`src/rtl/pifo_pkg.sv`:
```
// -----------------------------------------------------------------------------
// pifo_pkg
// Shared definitions for the rank pipeline output side and the rank_sorter PIFO.
//   RANK_WIDTH_DEF / META_WIDTH_DEF : default field widths, shared with the
//                                     rank pipeline.
//   entry_t                         : {valid, rank, meta} at the default widths.
//                                     Instances built with other widths keep the
//                                     same field order in a flat vector.
//   cell_op_e                       : per-slot update command.
//   num_slots()                     : slot count from log2 depth.
// -----------------------------------------------------------------------------
package pifo_pkg;

  localparam int RANK_WIDTH_DEF = 16;
  localparam int META_WIDTH_DEF = 16;

  typedef struct packed {
    logic                      valid;
    logic [RANK_WIDTH_DEF-1:0] rank;
    logic [META_WIDTH_DEF-1:0] meta;
  } entry_t;

  // HOLD keeps the slot, LOAD takes the incoming entry, SHIFT_UP takes the
  // lower neighbour (make room for an insert), SHIFT_DN takes the upper
  // neighbour (close the gap left by a dequeue).
  typedef enum logic [1:0] {
    CELL_HOLD     = 2'd0,
    CELL_LOAD     = 2'd1,
    CELL_SHIFT_UP = 2'd2,
    CELL_SHIFT_DN = 2'd3
  } cell_op_e;

  function automatic int num_slots(input int l2_depth);
    return 1 << l2_depth;
  endfunction

endpackage

```
`src/rtl/rank_sorter_cell.sv`:
```
// -----------------------------------------------------------------------------
// rank_sorter_cell
// One storage slot of the sorted buffer. Entries travel as flat vectors laid
// out {valid, rank, meta}.
//   clk_i, rst_ni : clock, synchronous active-low reset (clears the slot)
//   op_i          : update command for this cycle
//   lower_i       : entry of slot i-1 (zero for slot 0)
//   upper_i       : entry of slot i+1 (zero for the top slot)
//   in_i          : incoming entry
//   up_rank_i     : incoming rank, used for the compare
//   le_o          : slot is valid and its rank <= up_rank_i
//   entry_o       : registered slot contents
// -----------------------------------------------------------------------------
module rank_sorter_cell
  import pifo_pkg::*;
#(
  parameter int RANK_WIDTH = RANK_WIDTH_DEF,
  parameter int META_WIDTH = META_WIDTH_DEF
) (
  input  logic                             clk_i,
  input  logic                             rst_ni,
  input  cell_op_e                         op_i,
  input  logic [RANK_WIDTH+META_WIDTH:0]   lower_i,
  input  logic [RANK_WIDTH+META_WIDTH:0]   upper_i,
  input  logic [RANK_WIDTH+META_WIDTH:0]   in_i,
  input  logic [RANK_WIDTH-1:0]            up_rank_i,
  output logic                             le_o,
  output logic [RANK_WIDTH+META_WIDTH:0]   entry_o
);

  localparam int EW = 1 + RANK_WIDTH + META_WIDTH;

  logic [EW-1:0]         entry_q;
  logic [EW-1:0]         entry_d;
  logic                  valid;
  logic [RANK_WIDTH-1:0] rank;

  assign valid = entry_q[EW-1];
  assign rank  = entry_q[EW-2:META_WIDTH];

  // Invalid slots never count as "<=", so the compare vector across the
  // sorted array is a thermometer code starting at slot 0.
  assign le_o    = valid && (rank <= up_rank_i);
  assign entry_o = entry_q;

  always_comb begin
    entry_d = entry_q;
    case (op_i)
      CELL_LOAD:     entry_d = in_i;
      CELL_SHIFT_UP: entry_d = lower_i;
      CELL_SHIFT_DN: entry_d = upper_i;
      default:       entry_d = entry_q;
    endcase
  end

  always_ff @(posedge clk_i) begin
    if (!rst_ni) begin
      entry_q <= '0;
    end else begin
      entry_q <= entry_d;
    end
  end

endmodule

```
`src/rtl/rank_sorter.sv`:
```
// -----------------------------------------------------------------------------
// rank_sorter
// Small PIFO: pulls (rank, meta) pairs from the rank pipeline and keeps them
// sorted by ascending rank (FIFO among equal ranks); slot 0 is the head.
//   clk, rst               : clock, synchronous active-low reset
//   up_valid/rank/meta     : upstream entry offered
//   up_remove              : entry consumed this cycle (combinational)
//   deq                    : pop the head (ignored while deq_valid=0)
//   deq_valid/rank/meta    : registered head of the buffer
//   count, full            : occupancy, registered
//   drop                   : only with RANK_SORTER_DROP_EN; one-cycle pulse per
//                            entry discarded (incoming or evicted)
// Build option RANK_SORTER_DROP_EN: never back-pressure; on a full buffer the
// largest entry (incoming or slot N-1) is discarded.
// -----------------------------------------------------------------------------
module rank_sorter
  import pifo_pkg::*;
#(
  parameter int RANK_WIDTH = RANK_WIDTH_DEF,
  parameter int META_WIDTH = META_WIDTH_DEF,
  parameter int L2_DEPTH   = 3
) (
  input  logic                  clk,
  input  logic                  rst,
  input  logic                  up_valid,
  input  logic [RANK_WIDTH-1:0] up_rank,
  input  logic [META_WIDTH-1:0] up_meta,
  output logic                  up_remove,
  input  logic                  deq,
  output logic                  deq_valid,
  output logic [RANK_WIDTH-1:0] deq_rank,
  output logic [META_WIDTH-1:0] deq_meta,
  output logic [L2_DEPTH:0]     count,
  output logic                  full
`ifdef RANK_SORTER_DROP_EN
  ,
  output logic                  drop
`endif
);

  localparam int            N     = num_slots(L2_DEPTH);
  localparam int            EW    = 1 + RANK_WIDTH + META_WIDTH;
  localparam int            CW    = L2_DEPTH + 1;
  localparam logic [CW-1:0] N_CNT = CW'(N);

  logic [EW-1:0] slot_q [N];
  logic [EW-1:0] in_entry;
  logic [N-1:0]  le;
  cell_op_e      op [N];
  logic [CW-1:0] ins_pos;
  logic [CW-1:0] merge_pos;
  logic [CW-1:0] count_q;
  logic [CW-1:0] count_d;
  logic          do_deq;
  logic          do_ins;

  assign in_entry = {1'b1, up_rank, up_meta};

  // Head and occupancy come straight from registers.
  assign deq_valid = slot_q[0][EW-1];
  assign deq_rank  = slot_q[0][EW-2:META_WIDTH];
  assign deq_meta  = slot_q[0][META_WIDTH-1:0];
  assign count     = count_q;
  assign full      = (count_q == N_CNT);

  assign do_deq = deq & deq_valid;

`ifdef RANK_SORTER_DROP_EN
  assign up_remove = rst & up_valid;
`else
  // A full buffer can still accept when the head leaves in the same cycle.
  assign up_remove = rst & up_valid & (~full | deq);
`endif
  assign do_ins = up_remove;

  // Insert position is the population count of the thermometer compare
  // vector. When a dequeue is merged in, slot 0 leaves, so only slots 1..N-1
  // count and the position is taken in the post-shift indexing.
  always_comb begin
    ins_pos   = '0;
    merge_pos = '0;
    for (int i = 0; i < N; i++) begin
      ins_pos = ins_pos + CW'(le[i]);
      if (i > 0) merge_pos = merge_pos + CW'(le[i]);
    end
  end

  // Per-slot commands. A full buffer inserting without dequeue shifts the top
  // slot out (eviction); if the position is N nothing moves (discard). Neither
  // case is reachable without the drop option because up_remove stays low.
  always_comb begin
    for (int i = 0; i < N; i++) begin
      op[i] = CELL_HOLD;
      if (do_ins && do_deq) begin
        if (i < int'(merge_pos))       op[i] = CELL_SHIFT_DN;
        else if (i == int'(merge_pos)) op[i] = CELL_LOAD;
      end else if (do_deq) begin
        op[i] = CELL_SHIFT_DN;
      end else if (do_ins) begin
        if (i == int'(ins_pos))        op[i] = CELL_LOAD;
        else if (i > int'(ins_pos))    op[i] = CELL_SHIFT_UP;
      end
    end
  end

  for (genvar i = 0; i < N; i++) begin : g_cell
    logic [EW-1:0] lower;
    logic [EW-1:0] upper;

    if (i == 0) begin : g_bot
      assign lower = '0;
    end else begin : g_mid_lo
      assign lower = slot_q[i-1];
    end

    if (i == N - 1) begin : g_top
      assign upper = '0;
    end else begin : g_mid_hi
      assign upper = slot_q[i+1];
    end

    rank_sorter_cell #(
      .RANK_WIDTH(RANK_WIDTH),
      .META_WIDTH(META_WIDTH)
    ) u_cell (
      .clk_i    (clk),
      .rst_ni   (rst),
      .op_i     (op[i]),
      .lower_i  (lower),
      .upper_i  (upper),
      .in_i     (in_entry),
      .up_rank_i(up_rank),
      .le_o     (le[i]),
      .entry_o  (slot_q[i])
    );
  end

  // Occupancy only moves on an unpaired insert (that actually lands in a free
  // slot) or an unpaired dequeue.
  always_comb begin
    count_d = count_q;
    if (do_ins && !do_deq && !full) begin
      count_d = count_q + CW'(1);
    end else if (!do_ins && do_deq) begin
      count_d = count_q - CW'(1);
    end
  end

  always_ff @(posedge clk) begin
    if (!rst) begin
      count_q <= '0;
    end else begin
      count_q <= count_d;
    end
  end

`ifdef RANK_SORTER_DROP_EN
  logic drop_q;
  logic drop_d;

  // Accepting into a full buffer without a dequeue always loses one entry.
  assign drop_d = do_ins & full & ~do_deq;
  assign drop   = drop_q;

  always_ff @(posedge clk) begin
    if (!rst) begin
      drop_q <= 1'b0;
    end else begin
      drop_q <= drop_d;
    end
  end
`endif

endmodule

```
`config.mk`:
```
export PLATFORM = sky130hd
export DESIGN_NAME = rank_sorter
export DESIGN_NICKNAME = d
export VERILOG_FILES = /design/src/rtl/pifo_pkg.sv /design/src/rtl/rank_sorter_cell.sv /design/src/rtl/rank_sorter.sv
export SDC_FILE = /design/constraint.sdc
export NUM_CORES = 1
export LEC_CHECK = 0
export ABC_CLOCK_PERIOD_IN_PS = 9700
export CAP_MARGIN = 15
export CORE_ASPECT_RATIO = 0.9
export CORE_MARGIN = 5
export CORE_UTILIZATION = 51
export DETAILED_ROUTE_END_ITERATION = 8
export GPL_ROUTABILITY_DRIVEN = 1
export PLACE_DENSITY = 0.69
export SLEW_MARGIN = 5
export SYNTH_ARGS = -nofsm -noshare
export SYNTH_HDL_FRONTEND = slang
export SYNTH_HIERARCHICAL = 1
export SYNTH_SLANG_ARGS = --single-unit
```
`constraint.sdc`:
```
create_clock -name clk -period 9.7 [get_ports clk]
set_clock_uncertainty 0.1 [all_clocks]
set_input_delay 2.425 -clock clk [delete_from_list [all_inputs] [get_ports clk]]
set_output_delay 2.425 -clock clk [all_outputs]
set_load 0.02 [all_outputs]
```
==> results.cfg <==
[run_status]
outcome = finished, final reports clean

[yosys]
synth_top_area_cell = mux4_2
synthMostInstantiatedCell = dfxtp_1
synth_area_leaders = mux4_2 (30%), dfxtp_1 (30%), and2_1 (9.3%), ha_1 (9.3%), mux4_1 (3.5%)
ys.flop_type = dfxtp_1
synth_edf_count = 0
async_flop_share_pct = 0
netlist.area_leader.share_pct = 30.3
avgSynthCellArea_um2 = 12.3
synthCells = 1451
ys_ff_latch = 268
yosys_warnings = 6
synth_cell_types = 41
netlist_area_mm2 = 0.0179
ys_seq_area_share_pct = 30.0
synth_commonest_cells = dfxtp_1 (268), and2_1 (266), mux4_2 (240)

[setup_path]
end_kind = flip-flop
cp_data_required_time_ns = 10.07
cp-start-kind = primary input
path_max_fanout = 12
worstSetupPathType = in -> reg
worst-r2r-cell-count = 19
endpoint = g_cell[7].u_cell/entry_o[30]
critPathArrivalTime_ns = 8.91
timing.rr.start = g_cell[1].u_cell/entry_o[30]
r2r_end = g_cell[7].u_cell/entry_o[30]
r2r_slack_ns = 3.34
critPathLaunch = up_rank[1]

[clocking]
clock_latency_ns = 0.58
cts_root_buf = clkbuf_16
cts_buffers = 31
numClockSinks = 268
cts_hold_buf = 0
post_cts_buffers = 0
cts_tree = yes
path_clk_slew_ns = 0.06
post_cts_resize_count = 0
htree_levels = 1
clockBufferDepth = 3

[sta]
max_slew.worst_pin.slew_ns = 1.01
hold_viol_final = 0
finalMaxSlewViolations = 0
finalSetupViolations = 0
period_share_pct = 88.0
fmaxAchievable_mhz = 117
rsz0062_at_grt = false
period_minus_slack_ns = 8.54
holdWs_ns = 0.401
slew_headroom_pct = 32.9
tns_ns = 0

[power_and_ir_drop]
finalPower_mw = 3.28
leakage_nw = 8.55
ir_drop_v = 0.000147
powerDensity_mw_per_mm2 = 162

[route]
drt_iter0_drc = 827
finalWirelength_um = 44200
routedWlPerCell_um = 21.2
via_count = 12445
drc_errors = 0
via_per_inst = 5.97
first_pass_iters = 5
postRouteAntennaNets = 0

[grt]
antenna_found_initial = 0
grt-ovfl-total = 0
grt_pass1_vias = 13014
grt_usage_pct = 22.6
grt_pass1_wl_um = 71700
grt_max_degree = 125

[die]
die_w_um = 207
core_mm2 = 0.0348
chipHeight_um = 188
dieArea_mm2 = 0.0389
rows = 65
io_pins = 75
start_util_pct = 51.3

[place]
dpl.hpwl_um = 31500
dp_cells = 2027
gp_congestion = 0.895
port_buffers = 74

[finish]
fin_util_pct = 58.1
drive_above_1_share_pct = 22.4
layout.cells.non_filler = 2084
num_antenna_cells = 0
nets = 1769
syn_to_final_growth_pct = 13.3

[run]
maxCapViolCount = 0

[min_path]
hold_class = reg -> reg
## worst max-delay path, stage by stage
cell	delay (ns)
clkdlybuf4s50_1	0.75
inv_1	0.10
ha_1	0.31
nor2b_1	0.13
o211ai_1	0.14
a21boi_0	0.12
o31ai_1	0.61
fa_1	0.53
inv_1	0.13
fa_1	0.45
fa_1	0.50
inv_1	0.05
ha_1	0.21
fa_1	0.69
nand2_1	0.24
o211ai_1	0.25
nand2_2	0.32
buf_4	0.30
mux4_2	0.44
and2_1	0.19
## layer usage
metal	global-route usage [%]	vias up	part of all wire [%]
li1	-	5635	-
met1	31.3	6325	44
met2	36.8	387	47
met3	3.66	98	5.6
met4	7.14	0	3.2
met5	0	-	0
## final cells by class
cell class	count	area, µm²
clock buffer	46	882
clock inverter	11	113
fill	2896	14600
inverter	144	542
multi-input combinational	1022	11600
sequential	268	5370
tap	469	587
timing repair buffer	124	1180
## cell families (layout without fill, tap and decap cells)
group	count (synthesis)	count (layout)	share of synthesized area (%)
compound gates	130	130	4.57
buf+inv	233	325	7.59
flops	268	268	30.0
xor+xnor	2	2	0.0981
fa+ha+maj	142	142	10.3
other cells	2	74	0.0420
mux	266	266	33.9
simple gates	408	408	13.4
## flip-flops by register name, summed over array words and instances, names as in the netlist
register,flops
g_cell.u_cell/entry_o,264
count,4
## through the flow
stage                     setup WS, ns  instance area, µm²
after floorplan                   2.18               18100
after global placement           0.697               19200
after detailed placement         0.645               19200
after CTS                         1.18               20200
after global routing             0.867               20200
final                             1.16               20200
## power by group
group          switching, mW  total, mW  internal (mW)
Sequential            0.0858       1.27           1.18
Clock                  0.485       1.16          0.679
Combinational          0.407      0.852          0.445
## how the worst min path moves through the flow
stage	cells past startpoint	end	slack [ns]	startpoint
floorplan	2	count[3]	0.45	count[3]
global placement	2	count[3]	0.37	count[3]
detailed placement	2	count[3]	0.40	count[3]
CTS	2	count[3]	0.41	count[3]
global route	2	count[3]	0.42	count[3]
finish	2	count[3]	0.40	count[3]
## cells in the final DEF (no fill, tap or decap), types with 2 or more instances in the layout
cell type and count:
o21ai_0 14, clkbuf_16 31, clkbuf_1 10, mux2i_1 2, mux4_2 240, nand3_1 17, clkdlybuf4s50_1 73, and3_1 10
a21oi_1 53, fa_1 9, conb_1 74, nor2_1 18, bufinv_16 2, buf_4 45, clkbuf_8 5, nor4_1 8
nand2_2 3, nand2_1 35, ha_1 133, dfxtp_1 268, nand4_1 24, inv_1 143, nor3_1 5, nand2b_1 10
mux4_1 24, clkinv_2 8, nor2b_1 9, a21o_1 9, o21ai_4 10, a221o_1 8, buf_12 5, o31ai_1 8
and2_1 266, o21ai_2 2, a21boi_0 9, o211ai_1 11
(Power assumes the default switching activity.)
